### src/rtl/vram_arbiter_pkg.sv
// Shared constants for the VRAM arbiter: FSM encoding, default
// screen geometry and VRAM widths, plus the scan-phase next-state rule.
package vram_arbiter_pkg;

    localparam logic [1:0] ST_SYNC   = 2'd0;
    localparam logic [1:0] ST_ACTIVE = 2'd1;
    localparam logic [1:0] ST_VBLANK = 2'd2;

    localparam int H_W_DEF    = 800;
    localparam int V_H_DEF    = 480;
    localparam int ADDR_W_DEF = 17;
    localparam int DATA_W_DEF = 12;

    function automatic logic [1:0] next_state(
        input logic [1:0] st,
        input logic       line_start,
        input logic       at_top,
        input logic       at_vb
    );
        logic [1:0] nx;
        nx = st;
        // Phase changes only happen on the first pixel of a line
        if (line_start) begin
            case (st)
                ST_SYNC:   if (at_top) nx = ST_ACTIVE;
                ST_ACTIVE: if (at_vb)  nx = ST_VBLANK;
                ST_VBLANK: if (at_top) nx = ST_ACTIVE;
                default:   nx = ST_SYNC;
            endcase
        end
        return nx;
    endfunction

endpackage

### src/rtl/vram_port_reg.sv
// Registered VRAM command port: read beats write, idle cycles hold
// address/data; rd_valid tracks the read through port and RAM latency.
module vram_port_reg #(
    parameter int ADDR_W = 17,
    parameter int DATA_W = 12
) (
    input  logic              pix_clk,
    input  logic              pix_rstn,
    input  logic              rd_req,
    input  logic [ADDR_W-1:0] rd_addr,
    input  logic              wr_fire,
    input  logic [ADDR_W-1:0] wr_addr,
    input  logic [DATA_W-1:0] wr_data,
    output logic              mem_en,
    output logic              mem_we,
    output logic [ADDR_W-1:0] mem_addr,
    output logic [DATA_W-1:0] mem_wdata,
    output logic              rd_valid
);

    logic rd_pipe;

    always_ff @(posedge pix_clk or negedge pix_rstn) begin
        if (!pix_rstn) begin
            mem_en    <= 1'b0;
            mem_we    <= 1'b0;
            mem_addr  <= '0;
            mem_wdata <= '0;
            rd_pipe   <= 1'b0;
            rd_valid  <= 1'b0;
        end else begin
            rd_pipe  <= rd_req;
            rd_valid <= rd_pipe;
            mem_en   <= rd_req | wr_fire;
            mem_we   <= ~rd_req & wr_fire;
            if (rd_req) begin
                mem_addr <= rd_addr;
            end else if (wr_fire) begin
                mem_addr  <= wr_addr;
                mem_wdata <= wr_data;
            end
        end
    end

endmodule

### src/rtl/vram_arbiter.sv
// Single-port VRAM arbiter: display reads always win, game-logic
// writes fill hblank/idle slots and own the port during vblank.
module vram_arbiter
    import vram_arbiter_pkg::*;
#(
    parameter int H_W    = H_W_DEF,
    parameter int V_H    = V_H_DEF,
    parameter int ADDR_W = ADDR_W_DEF,
    parameter int DATA_W = DATA_W_DEF
) (
    input  logic              pix_clk,
    input  logic              pix_rstn,
    input  logic [15:0]       sx,
    input  logic [15:0]       sy,
    input  logic              rd_req,
    input  logic [ADDR_W-1:0] rd_addr,
    output logic              rd_valid,
    input  logic              wr_valid,
    output logic              wr_ready,
    input  logic [ADDR_W-1:0] wr_addr,
    input  logic [DATA_W-1:0] wr_data,
    output logic              mem_en,
    output logic              mem_we,
    output logic [ADDR_W-1:0] mem_addr,
    output logic [DATA_W-1:0] mem_wdata,
    output logic              frame_tick,
    output logic              in_vblank
);

    logic [1:0] state;
    logic [1:0] state_nx;
    logic       line_start;
    logic       at_top;
    logic       at_vb;
    logic       in_hblank;
    logic       wr_fire;

    assign line_start = (sx == 16'd0);
    assign at_top     = (sy == 16'd0);
    assign at_vb      = (sy == 16'(V_H));
    assign in_hblank  = (sx >= 16'(H_W));

    always_comb begin
        state_nx = next_state(state, line_start, at_top, at_vb);
    end

    always_ff @(posedge pix_clk or negedge pix_rstn) begin
        if (!pix_rstn) begin
            state      <= ST_SYNC;
            frame_tick <= 1'b0;
        end else begin
            state      <= state_nx;
            frame_tick <= (state == ST_ACTIVE) && line_start && at_vb;
        end
    end

    assign in_vblank = (state == ST_VBLANK);

    // SYNC grants nothing: the writer waits for a clean frame start
    assign wr_ready = ~rd_req &
                      ((state == ST_VBLANK) ||
                       ((state == ST_ACTIVE) && in_hblank));
    assign wr_fire  = wr_valid & wr_ready;

    vram_port_reg #(
        .ADDR_W (ADDR_W),
        .DATA_W (DATA_W)
    ) u_port (
        .pix_clk   (pix_clk),
        .pix_rstn  (pix_rstn),
        .rd_req    (rd_req),
        .rd_addr   (rd_addr),
        .wr_fire   (wr_fire),
        .wr_addr   (wr_addr),
        .wr_data   (wr_data),
        .mem_en    (mem_en),
        .mem_we    (mem_we),
        .mem_addr  (mem_addr),
        .mem_wdata (mem_wdata),
        .rd_valid  (rd_valid)
    );

endmodule

### config.mk
export PLATFORM = sky130hd
export DESIGN_NAME = vram_arbiter
export DESIGN_NICKNAME = d
export VERILOG_FILES = /design/src/rtl/vram_arbiter_pkg.sv /design/src/rtl/vram_port_reg.sv /design/src/rtl/vram_arbiter.sv
export SDC_FILE = /design/constraint.sdc
export NUM_CORES = 1
export LEC_CHECK = 0
export BUFFER_PORTS_ARGS = -buffer_cell sky130_fd_sc_hd__buf_2
export CORE_MARGIN = 3
export CORE_UTILIZATION = 40
export CTS_CLUSTER_SIZE = 30
export DETAILED_ROUTE_END_ITERATION = 6
export GPL_ROUTABILITY_DRIVEN = 0
export PLACE_DENSITY = 0.85
export REMOVE_ABC_BUFFERS = 1
export SLEW_MARGIN = 20
export SYNTH_ARGS = -nofsm -noshare
export SYNTH_HDL_FRONTEND = slang
export SYNTH_SLANG_ARGS = --single-unit
### constraint.sdc
create_clock -name pix_clk -period 2.1 [get_ports pix_clk]
set_input_delay 0.42 -clock pix_clk [delete_from_list [all_inputs] [get_ports pix_clk]]
set_output_delay 0.42 -clock pix_clk [all_outputs]
set_load 0.03 [all_outputs]
==> impl_metrics.env <==
export IMPL_status="finished clean"
export IMPL_ys_top_cells_by_area="dfrtp_1 (45%), a222oi_1 (8.6%), mux2i_1 (8.6%), mux2_4 (6.8%), inv_1 (3.6%)"
export IMPL_wl_per_cell_microns=14.7
export IMPL_hpwl_microns=3990
export IMPL_grt_pass1_vias=1957
export IMPL_rsz0062_at_grt="false"
export IMPL_dr_pass1_iters=6
export IMPL_antenna_found_initial=0
export IMPL_numClockSinks=36
export IMPL_io_pins=117
export IMPL_antenna_cells=0
export IMPL_dp_cells=357
export IMPL_cts_tree="yes"
export IMPL_drt_iter0_markers=129
export IMPL_grt_first_pass_wirelength_microns=8930
export IMPL_vias_per_cell=5.23
export IMPL_ys_flop_type="dfrtp_1"
export IMPL_critical_path_depth=5
export IMPL_ant_nets=0
export IMPL_final_cell_mix="buf_2 (116), dfrtp_1 (35), inv_1 (19)"
export IMPL_final_instance_count_excl_fill=365
export IMPL_start_util_pct=41.8
export IMPL_slowest_stage="dfrtp_2"
export IMPL_yosysWarnings=0
export IMPL_num_rows=25
export IMPL_cts_buffers=5
export IMPL_max_stage_delay_ns=0.46
export IMPL_cts_root_buf="clkbuf_8"
export IMPL_drc=0
export IMPL_setup_ws_ns=0.113
export IMPL_drv_cap=0
export IMPL_regToRegStartpoint="state[1]"
export IMPL_insertion_delay_ns=0.28
export IMPL_synth_top_area_share_pct=45.4
export IMPL_fill_cells=434
export IMPL_power_leakage_nw=1.51
export IMPL_fin_skew_ns=0.00709
export IMPL_synth_top_cell_by_area="dfrtp_1"
export IMPL_critical_path_endpoint="wr_ready"
export IMPL_grt_max_degree=37
export IMPL_ys_seq_elements=36
export IMPL_cp_end_kind="output pin"
export IMPL_max_slew_margin_pct=46.8
export IMPL_yosysSeqAreaShare_pct=45.4
export IMPL_crit_fanout=6
export IMPL_clockBufferDepth=2
export IMPL_coreArea_sq_um=4750
export IMPL_drive_above_1_share_pct=50.3
export IMPL_clk_pin_slew_ns=0.07
export IMPL_reg2reg_depth=3
export IMPL_reg2reg_slack_ns=0.44
export IMPL_worstPathArrival_ns=1.57
export IMPL_powerDensity_nw_per_um2=577
export IMPL_pre_cts_ws_ns=0.0658
export IMPL_worst_pin_slew_ns=0.799
export IMPL_multi_input_area_sq_um=972
export IMPL_yosysUniqueCellTypes=32
export IMPL_areaGrowthSynthToFinish_pct=37.6
export IMPL_slew_viol_final=0
export IMPL_finalSetupViolCount=0
export IMPL_nets=379
export IMPL_async_flop_share_pct=100
export IMPL_fin_crit_sh_pct=94.6
export IMPL_crit_type="flop to output pin"
export IMPL_hold_path_class="input port to async pin"
export IMPL_peakVddDrop_mv=0.200
export IMPL_numPortBuffers=116
export IMPL_die_h_microns=76.5
export IMPL_setup_tns_ns=0
export IMPL_r2r_end="u_port.mem_addr[1]"
export IMPL_synth_edf_count=0
export IMPL_final_common_cell="buf_2"
export IMPL_num_vias=1910
export IMPL_fp_dieArea_sq_um=5850
export IMPL_wirelength_microns=5370
export IMPL_avgSynthCellArea_sq_um=11.0
export IMPL_hold_buffers=0
export IMPL_path_cells="nand2b_2 > a31oi_4 > nor2_1 > nor2_1 > buf_2"
export IMPL_netlist_area_sq_um=1990
export IMPL_grt_overflow=0
export IMPL_crit_required_ns=1.68
export IMPL_startpoint="state[1]"
export IMPL_netlist_instances=180
export IMPL_utilization_pct=57.5
export IMPL_seqCellArea_sq_um=902
export IMPL_critPathMostFrequentCell="nor2_1"
export IMPL_htreeDepth=2
export IMPL_path_buf_inv=1
export IMPL_die_x_microns=76.5
export IMPL_hold_viol=0
export IMPL_cp_start_kind="flop"
export IMPL_globalRouteTotalUtil_pct=19.0
export IMPL_fin_crit_ns=1.99
export IMPL_crit_family="flip-flops"
export IMPL_fmax_mhz=503
per-stage QoR:
stage	hold WS [ns]	cell area [sq um]	power [W]
3_3_place_gp	0.336	2630	0.00110
4_1_cts	0.245	2720	0.00160
6_report	0.210	2730	0.00158
3_5_place_dp	0.342	2630	0.00112
2_1_floorplan	0.124	1930	0.000944
5_1_grt	0.260	2730	0.00165
metal layers:
layer  GRT usage, %  vias to the layer above  routed length, microns
met5              0                        -                       0
met4           7.43                        0                      72
met3           4.96                        6                     391
met2           34.4                       91                    2840
met1           21.1                      897                    2060
li1               -                      916                       -
flip-flops by register name (all words and copies together), names as in the netlist:
signal,count
frame_tick,1
state,2
u_port.mem_addr,17
u_port.mem_wdata,12
u_port.mem_we,1
u_port.rd_pipe,1
u_port.rd_valid,1
u_port.mem_en,1
power by group:
group / internal, W / switching, W / total (W)
registers: 0.000735 / 0.0000289 / 0.000764
logic: 0.000139 / 0.000198 / 0.000336
clock network: 0.000231 / 0.000246 / 0.000477
total: 0.00110 / 0.000473 / 0.00158
layout make-up:
class / instances / share of cell area (%)
Inverter: 19 / 2.61
Clock inverter: 3 / 0.687
Timing Repair Buffer: 119 / 22.5
Sequential cell: 36 / 33.0
Tap cell: 67 / 3.07
Clock buffer: 5 / 2.52
Multi-Input combinational cell: 116 / 35.6
synth_stat cells (2+ instances only):
cell       n
a41oi_1    2
o31ai_1    4
nand2b_1   3
buf_2      2
a222oi_1  17
nor4_1     5
o21ai_0    7
buf_6      2
nor3_1     3
nand2_1   18
mux2_2     3
o21ai_1   10
inv_1     19
dfrtp_1   36
nor2_1     4
nand4_1    2
mux2_4     9
clkbuf_1   4
mux2i_1   17
kinds of logic (layout without fill, tap and decap cells):
logic type / after synthesis / after routing / synth area share (%)
buffers and inverters: 28 / 146 / 6.36
flip-flops: 36 / 36 / 45.4
multiplexers: 29 / 29 / 17.1
AO/OA/AOI/OAI: 46 / 46 / 20.4
AND/OR/NAND/NOR: 41 / 41 / 10.8
worst reg2reg max path, stage by stage (launching register included):
cell and delay, ns:
dfrtp_2 0.46, a311oi_4 0.67, nand2_1 0.14, a222oi_1 0.27
worst min path at each step:
stage                               end      startpoint
global placement        u_port.rd_valid  u_port.rd_pipe
finish              u_port.mem_wdata[8]        pix_rstn
floorplan                    frame_tick        pix_rstn
global route        u_port.mem_wdata[6]        pix_rstn
CTS                 u_port.mem_wdata[8]        pix_rstn
detailed placement      u_port.rd_valid  u_port.rd_pipe
what timing repair did:
action                     CTS  global route
setup endpoints to repair    0             1
setup buffers                0             0
resized for setup            0             3
(Power assumes the default switching activity.)
